## src/rtl/snn_pkg.sv

```systemverilog
// Shared constants and FSM state type for the SNN image controller.
package snn_pkg;
  localparam int IMG_BITS  = 784;
  localparam int IMG_BYTES = IMG_BITS / 8;
  localparam int ADDR_W    = 10;

  typedef enum logic [2:0] {RX_WAIT, UNPACK, START, CORE_WAIT, TX} ctrl_state_t;
endpackage

```

## src/rtl/byte_serializer.sv

```systemverilog
// Shifts a loaded byte out LSB-first over 8 cycles; valid marks the 8 bit slots.
module byte_serializer (
  input  logic       clk,
  input  logic       rst_n,
  input  logic       load,
  input  logic [7:0] byte_in,
  output logic       bit_out,
  output logic       valid,
  output logic       last
);
  logic [7:0] shift;
  logic [2:0] cnt;

  always_ff @(posedge clk or negedge rst_n) begin
    if (!rst_n) begin
      shift <= '0;
      cnt   <= '0;
      valid <= 1'b0;
    end else if (load) begin
      shift <= byte_in;
      cnt   <= '0;
      valid <= 1'b1;
    end else if (valid) begin
      shift <= {1'b0, shift[7:1]};
      cnt   <= cnt + 3'd1;
      if (cnt == 3'd7) valid <= 1'b0;
    end
  end

  assign bit_out = shift[0];
  assign last    = valid && (cnt == 3'd7);
endmodule

```

## src/rtl/snn_img_ctrl.sv

```systemverilog
// SNN classifier sequencer: UART bytes -> 1-bit input RAM, start core, send digit.
// Build option SNN_CTRL_ASCII_EN: transmit the digit as an ASCII character.
module snn_img_ctrl #(
  parameter int IMG_BITS = snn_pkg::IMG_BITS,
  parameter int ADDR_W   = snn_pkg::ADDR_W
) (
  input  logic              clk,
  input  logic              rst_n,
  input  logic              rx_rdy,
  input  logic [7:0]        rx_data,
  output logic              clr_rx_rdy,
  output logic              ram_we,
  output logic              ram_data,
  output logic [ADDR_W-1:0] ram_addr,
  input  logic [ADDR_W-1:0] core_addr,
  output logic              core_start,
  input  logic              core_done,
  input  logic [3:0]        core_digit,
  output logic              tx_start,
  output logic [7:0]        tx_data,
  input  logic              tx_busy,
  output logic [3:0]        last_digit
);
  import snn_pkg::*;

  localparam logic [ADDR_W-1:0] LAST_ADDR = ADDR_W'(IMG_BITS - 1);

  ctrl_state_t       state;
  logic [ADDR_W-1:0] wptr;
  logic              load, ser_last;

  assign load = (state == RX_WAIT) && rx_rdy;

  byte_serializer u_ser (
    .clk     (clk),
    .rst_n   (rst_n),
    .load    (load),
    .byte_in (rx_data),
    .bit_out (ram_data),
    .valid   (ram_we),
    .last    (ser_last)
  );

  // The core owns the RAM port whenever the writer is idle, including during reset.
  assign ram_addr = (state == UNPACK) ? wptr : core_addr;

  always_ff @(posedge clk or negedge rst_n) begin
    if (!rst_n) begin
      state      <= RX_WAIT;
      wptr       <= '0;
      last_digit <= '0;
      clr_rx_rdy <= 1'b0;
      core_start <= 1'b0;
      tx_start   <= 1'b0;
      tx_data    <= '0;
    end else begin
      clr_rx_rdy <= 1'b0;
      core_start <= 1'b0;
      tx_start   <= 1'b0;
      case (state)
        RX_WAIT: if (rx_rdy) begin
          clr_rx_rdy <= 1'b1;
          state      <= UNPACK;
        end
        UNPACK: begin
          // Hold wptr on the final pixel so it never passes IMG_BITS-1.
          if (ser_last && wptr == LAST_ADDR) begin
            core_start <= 1'b1;
            state      <= START;
          end else begin
            wptr <= wptr + 1'b1;
            if (ser_last) state <= RX_WAIT;
          end
        end
        START: begin
          wptr  <= '0;
          state <= CORE_WAIT;
        end
        CORE_WAIT: if (core_done) begin
          last_digit <= core_digit;
          state      <= TX;
        end
        TX: if (!tx_busy) begin
          tx_start <= 1'b1;
`ifdef SNN_CTRL_ASCII_EN
          tx_data  <= 8'h30 + {4'h0, last_digit};
`else
          tx_data  <= {4'h0, last_digit};
`endif
          state    <= RX_WAIT;
        end
        default: state <= RX_WAIT;
      endcase
    end
  end
endmodule

```

## config.mk

```make
export PLATFORM = sky130hd
export DESIGN_NAME = snn_img_ctrl
export DESIGN_NICKNAME = d
export VERILOG_FILES = /design/src/rtl/snn_pkg.sv /design/src/rtl/byte_serializer.sv /design/src/rtl/snn_img_ctrl.sv
export SDC_FILE = /design/constraint.sdc
export NUM_CORES = 1
export LEC_CHECK = 0
export BUFFER_PORTS_ARGS = -buffer_cell sky130_fd_sc_hd__buf_2
export CAP_MARGIN = 30
export CORE_AREA = 5 5 70 72
export CTS_BUF_LIST = sky130_fd_sc_hd__clkbuf_8
export DETAILED_ROUTE_END_ITERATION = 7
export DIE_AREA = 0 0 75 77
export GPL_TIMING_DRIVEN = 1
export PLACE_DENSITY = 0.73
export SLEW_MARGIN = 0
export SYNTH_ARGS = -nofsm -noshare
export SYNTH_HDL_FRONTEND = slang
export SYNTH_SLANG_ARGS = --single-unit
```

## constraint.sdc

```tcl
create_clock -name clk -period 3.8 [get_ports clk]
set_input_delay 0.19 -clock clk [delete_from_list [all_inputs] [get_ports clk]]
set_output_delay 0.19 -clock clk [all_outputs]
set_load 0.05 [all_outputs]
```

Word-level counts from Yosys, hierarchy flattened
Index checks and enable logic that the tools add are counted.
{"block": "totals", "elab_cells": 56, "input_bits": 27, "out_inout_bits": 27, "regBits": 36}
{"block": "op_classes", "bitwise_logic": 1, "addsub": 2, "n_reduce_logical": 10, "mux": 22, "eq_ne": 11}
{"cell": "$mux 3", "n": 7}
{"cell": "$mux 10", "n": 2}
{"cell": "$pmux 10 s2", "n": 1}
{"cell": "$mux 8", "n": 2}
{"cell": "$pmux 3 s5", "n": 1}
{"cell": "$add 10x1->10 const B", "n": 1}
{"cell": "$eq 10x10->1 const B", "n": 1}
{"cell": "$mux 1", "n": 9}
{"cell": "$ne 2x2->1 const B", "n": 4}
{"cell": "$eq 3x2->1 const B", "n": 2}
{"cell": "$eq 3x3->1 const B", "n": 2}
{"cell": "$reduce_and 2->1", "n": 3}
{"cell": "$reduce_and 4->1", "n": 1}
{"cell": "$reduce_bool 2->1", "n": 2}
{"cell": "$add 3x1->3 const B", "n": 1}
{"cell": "$eq 3x1->1 const B", "n": 1}
{"cell": "$logic_and 1x1->1", "n": 3}
{"cell": "$logic_not 3->1", "n": 1}
{"cell": "$ne 3x2->1 const B", "n": 1}
{"cell": "$not 1->1", "n": 1}

Logic depth before layout (Yosys ltp)
Gate-level depths: netlist (run 1).
{"block": "depth", "depth_word": 5, "depth_mapped": 7, "depth_no_buf": 6}

Cells and area by module
A second synthesis (run 1) with hierarchy kept.
{"block": "hier_totals", "cells_unflattened": 187, "area_unflattened_um2": 1865.5}
{"mod": "snn_img_ctrl", "instances": 1, "cells_each": 136, "area_per_inst_um2": 1283.7}
{"mod": "byte_serializer", "instances": 1, "cells_each": 51, "area_per_inst_um2": 581.8}

Least setup slack after synthesis (run 1)
No wires, ideal clock.
{"block": "synth_timing", "path_kind": "reg-to-output", "startpoint": "register state[2]", "endpoint": "output ram_addr[0]", "path_buffers": 2, "path_stages_with_launch": 5, "arrival_ns": 1.457, "slack_ns": 2.153, "required_time_ns": 3.610, "path_cell_list": "dfrtp_1 > buf_2 > nor3b_4 > buf_2 > mux2_2"}
{"block": "synth_via", "elab_chain_cells": 2}
{"element": "start: declaration", "line_no": "snn_img_ctrl.sv:28", "source": "ctrl_state_t state;"}
{"element": "start signal: assignment", "line_no": "snn_img_ctrl.sv:49", "source": "state <= RX_WAIT;"}
{"element": "start signal: assignment", "line_no": "snn_img_ctrl.sv:63", "source": "state <= UNPACK;"}
{"element": "start signal: assignment", "line_no": "snn_img_ctrl.sv:69", "source": "state <= START;"}
{"element": "$eq 3x1->1", "line_no": "snn_img_ctrl.sv:45", "source": "assign ram_addr = (state == UNPACK) ? wptr : core_addr;"}
{"element": "$mux 10", "line_no": "snn_img_ctrl.sv:45"}
{"element": "end: declaration", "line_no": "snn_img_ctrl.sv:14", "source": "output logic [ADDR_W-1:0] ram_addr,"}
Every way passes these cells.

Final worst setup path (run 1)
{"block": "layout_timing", "startpoint": "register state[0]", "endpoint": "output ram_addr[8]"}
The elaborated chain is that of the path after synthesis.

==> results.sh, run 1 <==
export IMPL_yosysSeqAreaShare_pct=49.6
export IMPL_antennaDiodeCount=0
export IMPL_clkTransAtPathRegs_ns=0.07
export IMPL_area_growth_pct=19.1
export IMPL_drt_iter0_markers=67
export IMPL_detailed_place_hpwl_um=2480
export IMPL_fp_dieH_um=77
export IMPL_tightest_slew_ns=0.800
export IMPL_grt_pass1_wl_um=6070
export IMPL_max_cap_violations=0
export IMPL_setup_tns_ns=0
export IMPL_htreeDepth=2
export IMPL_synth_top_family_by_area="simple AND/OR/NAND/NOR gates"
export IMPL_clockBufferDepth=2
export IMPL_synth_top_area_share_pct=49.6
export IMPL_ir_drop_mv=0.351
export IMPL_yosys_warnings=0
export IMPL_muxShareOfSynthArea_pct=17.2
export IMPL_p_comb_share_pct=41.5
export IMPL_p_sw_share_pct=43.5
export IMPL_finish_utilization_pct=51.1
export IMPL_slew_headroom_pct=46.7
export IMPL_postCtsSetupRepairBufs=0
export IMPL_clkPwrFrac_pct=18.4
export IMPL_synthCells=167
export IMPL_end_kind="output pin"
export IMPL_period_needed_ns=2.24
export IMPL_p_per_area_nw_per_um2=697
export IMPL_dieArea_sq_um=5780
export IMPL_critPathArrivalTime_ns=2.05
export IMPL_cp_cell_sequence="nor3b_4, mux2_2, buf_2"
export IMPL_grt_usage_pct=13.5
export IMPL_drc=0
export IMPL_insertion_delay_ns=0.28
export IMPL_clock_sinks=36
export IMPL_die_w_um=75
export IMPL_layout_drive_gt1_share_pct=37.2
export IMPL_synth_xor_area_share_pct=0.964
export IMPL_power_frac_seq_pct=40.1
export IMPL_synth_area_leaders="dfrtp_1, mux2_2, mux2i_1"
export IMPL_via_per_inst=5.10
export IMPL_finalCritPeriodShare_pct=58.9
export IMPL_worstPathRequired_ns=3.61
export IMPL_initial_utilization_pct=42.9
export IMPL_whs_ns=-0.0223
export IMPL_rows=24
export IMPL_p_total_w=0.00151
export IMPL_status="finished, violations left"
export IMPL_fmax_ghz=0.446
export IMPL_fin_nets=244
export IMPL_cts_tree="yes"
export IMPL_drtAntennaViolNets=0
export IMPL_yosys_area_share_simple_pct=18.0
export IMPL_crit_start="state[0]"
export IMPL_drt_pass1_iter_count=4
export IMPL_grt_max_degree=37
export IMPL_p_int_w=0.000853
export IMPL_cts_root_buf="clkbuf_8"
export IMPL_syn_avg_cell_area_sq_um=10.9
export IMPL_maxSlewViolCount=0
export IMPL_synth_adder_area_share_pct=2.07
export IMPL_grt_overflow=0
export IMPL_crit_family="simple AND/OR/NAND/NOR gates"
export IMPL_cts_buffers=5
export IMPL_rr_startpoint="state[0]"
export IMPL_gp_congestion=0.746
export IMPL_drt_wl_total_um=3490
export IMPL_ioPinCount=54
export IMPL_stdcell_area_sq_um=2160
export IMPL_min_path_type="primary input to asynchronous set/reset pin"
export IMPL_cts_hold_buf=0
export IMPL_yosysUniqueCellTypes=37
export IMPL_synth_largest_area_cell="dfrtp_1"
export IMPL_critPathKind="flip-flop to output pin"
export IMPL_setup_viol=0
export IMPL_coreArea_sq_um=4230
export IMPL_failed_checks="hold timing"
export IMPL_net_switching_power_w=0.000655
export IMPL_cp_max_fo=14
export IMPL_worst_setup_path_start_kind="flip-flop"
export IMPL_wire_per_inst_um=13.1
export IMPL_rsz0062_at_grt="false"
export IMPL_power_leakage_nw=1.09
export IMPL_grt_pass1_vias=1383
export IMPL_worst_path_buf_inv=1
export IMPL_skew_ns=0.00362
export IMPL_synth_compound_area_share_pct=7.23
export IMPL_cpPeakStageDelay_ns=0.63
export IMPL_place_area_sq_um=2070
export IMPL_cts_repair_resize_count=0
export IMPL_syn_area_sq_um=1820
export IMPL_hold_viol=14
export IMPL_io_buffers=49
export IMPL_vias=1363
export IMPL_crit_slowest_cell="nor3b_4"
export IMPL_synth_seq_cells=36
export IMPL_antenna_found_initial=0
worst paths after layout:
| kind | endpoint | slack [ns] | depth (start not counted) |
|---|---|---|---|
| setup / recovery | ram_addr[8] | 1.56 | 3 |
| max in group asynchronous | tx_data[3] | 3.30 | 1 |
| min in group clk | u_ser.shift[2] | 0.10 | 3 |
| hold / removal | wptr[0] | -0.02 | 1 |
| hold reg to reg | tx_data[2] | 0.51 | 1 |
| setup reg to reg | wptr[7] | 1.62 | 4 |
worst register-to-register path, stage by stage, from the launching register on:
cell	delay [ns]
dfrtp_1	0.51
nor3b_4	0.63
o31ai_2	0.33
or4_1	0.56
nand3_1	0.08
through the flow:
step,setup slack [ns],cells
global route,1.38,267
floorplan,2.15,170
CTS,1.55,267
detailed placement,1.62,259
global placement,1.69,259
finish,1.56,267
area by class of cell:
cell class                      instances  area [sq um]
Timing Repair Buffer                   50           253
Inverter                                1          3.75
Clock inverter                          2          10.0
Clock buffer                            6          82.6
Tap cell                               52          65.1
Fill cell                             400          2070
Multi-Input combinational cell        120           848
Sequential cell                        36           901
power groups by stage:
stage	clock network, W	registers (W)	logic, W
finish	0.000277	0.000605	0.000625
global route	0.000306	0.000624	0.000686
CTS	0.000288	0.000606	0.000635
detailed placement	0	0.000612	0.000635
global placement	0	0.000605	0.000622
floorplan	0	0.000636	0.000460
Yosys cell counts:
master and count:
nand2b_1 1, xor2_1 1, or4_1 2, or3b_2 1, nor2_1 6, a21oi_1 2
xnor2_1 1, ha_1 3, o31ai_2 1, nand4b_1 1, o21ai_0 11, nor3b_4 1
a21o_1 1, buf_4 5, nand2_1 22, mux2_2 18, inv_1 1, conb_1 1
nand3b_1 1, o31ai_1 1, and2_1 1, and3_1 3, nor4b_1 1, buf_6 1
nor3b_1 1, dfrtp_1 36, buf_2 5, or3_1 2, nand4bb_1 2, clkbuf_1 2
mux2i_1 11, nand4_1 1, o211ai_1 3, a211oi_1 1, nand3_1 13, o31a_1 1
nor3_1 2
sequential cells by signal, indices dropped and copies added (netlist names):
register	flops
core_start	1
u_ser.cnt	3
u_ser.valid	1
tx_data	4
clr_rx_rdy	1
tx_start	1
last_digit	4
state	3
wptr	10
u_ser.shift	8
cell usage in the layout (no fill, tap or decap), types with 2 or more instances in the layout:
cell type / Yosys / layout
buf_2: 5 / 49
dfrtp_1: 36 / 36
nand2_1: 22 / 22
mux2_2: 18 / 18
nand3_1: 13 / 13
mux2i_1: 11 / 11
o21ai_0: 11 / 11
nor2_1: 6 / 6
clkbuf_8: 0 / 6
conb_1: 1 / 4
and3_1: 3 / 3
o211ai_1: 3 / 3
ha_1: 3 / 3
nand4bb_1: 2 / 2
nor3_1: 2 / 2
or4_1: 2 / 2
or3_1: 2 / 2
a21oi_1: 2 / 2
clkinv_2: 0 / 2
metal layers:
metal  track usage [%]  part of all wire (%)  vias to the layer above
li1                  -                     -                      685
met1              16.7                    45                      633
met2              21.5                    47                       41
met3              4.44                   8.0                        4
met4              4.80                  0.77                        0
met5                 0                     0                        -
cell families after synthesis:
kind of cell	count (synthesis)
AO/OA/AOI/OAI	21
XOR/XNOR	2
adder cells (fa/ha/maj)	3
buffers and inverters	14
flip-flops	36
multiplexers	29
other	1
AND/OR/NAND/NOR	61
(Power assumes the default switching activity.)
==> run 2, diff against run 1 <==
--- a/config.mk
+++ b/config.mk
@@ -5,14 +5,15 @@
 export SDC_FILE = /design/constraint.sdc
 export NUM_CORES = 1
 export LEC_CHECK = 0
+export ABC_AREA = 1
 export BUFFER_PORTS_ARGS = -buffer_cell sky130_fd_sc_hd__buf_2
 export CAP_MARGIN = 30
-export CORE_AREA = 5 5 70 72
+export CORE_AREA = 5 5 73 75
 export CTS_BUF_LIST = sky130_fd_sc_hd__clkbuf_8
 export DETAILED_ROUTE_END_ITERATION = 7
-export DIE_AREA = 0 0 75 77
+export DIE_AREA = 0 0 78 80
 export GPL_TIMING_DRIVEN = 1
-export PLACE_DENSITY = 0.73
+export PLACE_DENSITY = 0.74
 export SLEW_MARGIN = 0
 export SYNTH_ARGS = -nofsm -noshare
 export SYNTH_HDL_FRONTEND = slang
==> constraint.sdc (replaced) <==
create_clock -name clk -period 1.91 [get_ports clk]
set_input_delay 0.0955 -clock clk [delete_from_list [all_inputs] [get_ports clk]]
set_output_delay 0.0955 -clock clk [all_outputs]
set_load 0.05 [all_outputs]
==> results.sh, run 2 <==
export IMPL_status="finished clean"
export IMPL_antennaDiodeCount=0
export IMPL_antenna_found_initial=0
export IMPL_skew_ns=0.00762
export IMPL_setup_viol=0
export IMPL_hp_start="rx_data[6]"
export IMPL_use_met2_pct=22.8
export IMPL_postCtsSetupRepairBufs=0
export IMPL_cts_root_buf="clkbuf_8"
export IMPL_grt_usage_pct=13.7
export IMPL_period_needed_ns=1.77
export IMPL_crit_slowest_cell="dfrtp_1"
export IMPL_vias=1686
export IMPL_drc=0
export IMPL_clockBufferDepth=2
export IMPL_fin_nets=329
export IMPL_drt_pass1_iter_count=4
export IMPL_crit_family="buffers and inverters"
export IMPL_drt_wl_total_um=4010
export IMPL_syn_area_sq_um=1970
export IMPL_worstPathRequired_ns=1.81
export IMPL_met1_usage_pct=17.0
export IMPL_layout_common_cells="nand2_1, buf_2, dfrtp_1, inv_1, nand3_1"
export IMPL_ys_top_cells_by_count="nand2_1, dfrtp_1, inv_1, nand3_1, o21ai_0"
export IMPL_r2r_end="u_ser.cnt[1]"
export IMPL_worst_setup_path_start_kind="flip-flop"
export IMPL_min_to="u_ser.shift[6]"
export IMPL_yosysMostFrequentCell="nand2_1"
export IMPL_ys_flop_type="dfrtp_1"
export IMPL_yosysSeqAreaShare_pct=45.8
export IMPL_grt_pass1_wl_um=6990
export IMPL_dieArea_sq_um=6240
export IMPL_cts_hold_buf=1
export IMPL_synth_seq_cells=36
export IMPL_gp_congestion=0.820
export IMPL_end_kind="output pin"
export IMPL_detailed_place_hpwl_um=3000
export IMPL_synth_edf_count=0
export IMPL_yosysUniqueCellTypes=30
export IMPL_insertion_delay_ns=0.28
export IMPL_place_area_sq_um=2220
export IMPL_hold_viol=0
export IMPL_ff2ff_setup_slack_ns=0.28
export IMPL_cp_cell_sequence="inv_1, nand3_4, inv_1, nand2_1, nand2_1, buf_2"
export IMPL_rows=25
export IMPL_top_regs="wptr: 10 flops, u_ser.shift: 8 flops"
export IMPL_initial_utilization_pct=42.8
export IMPL_layout_drive_gt1_share_pct=25.7
export IMPL_clock_sinks=36
export IMPL_drt_iter0_markers=145
export IMPL_critPathKind="flip-flop to output pin"
export IMPL_reg2reg_depth=6
export IMPL_wire_per_inst_um=11.3
export IMPL_cts_tree="yes"
export IMPL_min_path_type="primary input to flip-flop"
export IMPL_cp_max_fo=22
export IMPL_tightest_slew_ns=0.779
export IMPL_slew_headroom_pct=48.1
export IMPL_max_cap_violations=0
export IMPL_ir_drop_mv=0.932
export IMPL_yosys_warnings=0
export IMPL_setup_tns_ns=0
export IMPL_clkTransAtPathRegs_ns=0.07
export IMPL_critPathArrivalTime_ns=1.67
export IMPL_syn_avg_cell_area_sq_um=7.90
export IMPL_grt_pass1_vias=1613
export IMPL_fp_dieH_um=80
export IMPL_grt_max_degree=37
export IMPL_via_per_inst=4.76
export IMPL_synthCells=249
export IMPL_grt_util_met3_pct=3.50
export IMPL_whs_path_depth=3
export IMPL_io_buffers=49
export IMPL_worst_path_buf_inv=3
export IMPL_whs_ns=0.0326
export IMPL_coreArea_sq_um=4600
export IMPL_top_register="wptr"
export IMPL_fmax_ghz=0.565
export IMPL_synth_area_leaders="dfrtp_1, nand2_1, nand3_1"
export IMPL_stdcell_area_sq_um=2340
export IMPL_final_common_cell="nand2_1"
export IMPL_die_w_um=78
export IMPL_maxSlewViolCount=0
export IMPL_htreeDepth=2
export IMPL_cpPeakStageDelay_ns=0.42
export IMPL_async_flop_share_pct=100
export IMPL_p_per_area_nw_per_um2=1490
export IMPL_worst_slack_ns=0.141
export IMPL_pre_cts_slack_ns=0.286
export IMPL_cts_buffers=5
export IMPL_power_leakage_nw=1.30
export IMPL_grt_busiest_layer="met2"
export IMPL_area_growth_pct=18.8
export IMPL_synth_top_area_share_pct=45.8
export IMPL_rsz0062_at_grt="false"
export IMPL_grt_overflow=0
export IMPL_ioPinCount=54
export IMPL_crit_start="state[1]"
export IMPL_drtAntennaViolNets=0
export IMPL_place_inst=345
export IMPL_final_cells=354
export IMPL_cts_repair_resize_count=0
export IMPL_synth_largest_area_cell="dfrtp_1"
export IMPL_largest_reg_flops=10
export IMPL_finalCritPeriodShare_pct=92.6
export IMPL_rr_startpoint="state[0]"
==> run 2: cell types whose count changed in the layout (fill, tap and decap cells not counted), moves of 3 or more <==
cell     change
nand2_1     +58
inv_1       +30
mux2_2      -15
mux2i_1     -11
nand3_1     +10
nor2_1       +6
o21ai_0      +6
o21ai_1      +6
nand2_2      +4
and3_1       -3
o21ai_2      +3
==> run 2: worst reg2reg max path: stages (launching register included) <==
cell	delay, ns
dfrtp_1	0.45
nor2_2	0.25
nand3_2	0.31
nand2_1	0.18
inv_1	0.09
a21boi_0	0.20
inv_1	0.05
==> run 2: worst max-delay path by stage <==
stage                        end  depth (start not counted)
detailed placement  u_ser.cnt[1]                          6
global route         ram_addr[1]                          6
global placement    u_ser.cnt[2]                          6
CTS                  ram_addr[2]                          6
floorplan            ram_addr[0]                          4
finish               ram_addr[2]                          6
==> run 2: cell type report <==
class | instances | area [sq um]
fill | 440 | 2260
sequential | 36 | 901
multi-input combinational | 175 | 886
timing repair buffer | 51 | 263
inverter | 30 | 113
clock buffer | 5 | 68.8
tap | 54 | 67.6
clock inverter | 3 | 38.8
==> run 2: cell families (layout without fill, tap and decap cells) <==
family                   count (synthesis)  after routing  share of synthesized area, %
AND/OR/NAND/NOR                        132            132                          30.7
buffers and inverters                   41             89                          9.73
flip-flops                              36             36                          45.8
AO/OA/AOI/OAI                           32             32                          9.48
adder cells (fa/ha/maj)                  3              3                          1.91
multiplexers                             3              3                          1.72
other                                    1              4                         0.191
XOR/XNOR                                 1              1                         0.445
==> run 2: metal layers <==
metal | vias up | part of all wire (%)
met5 | - | 0
met4 | 0 | 1.3
met1 | 766 | 45
li1 | 879 | -
met2 | 34 | 49
met3 | 7 | 4.2
==> run 2: where the power goes <==
part,internal [W],leakage [nW],switching [W]
clock,0.000382,0.0593,0.000258
combinational,0.000481,0.781,0.00119
sequential,0.000988,0.461,0.000192
total,0.00185,1.30,0.00164
==> run 2: metrics by stage <==
| step | util, % | total power [W] |
|---|---|---|
| floorplan | - | 0.00259 |
| global placement | 48.3 | 0.00284 |
| detailed placement | 48.3 | 0.00287 |
| CTS | 50.8 | 0.00353 |
| global route | 50.8 | 0.00377 |
| finish | 50.8 | 0.00349 |
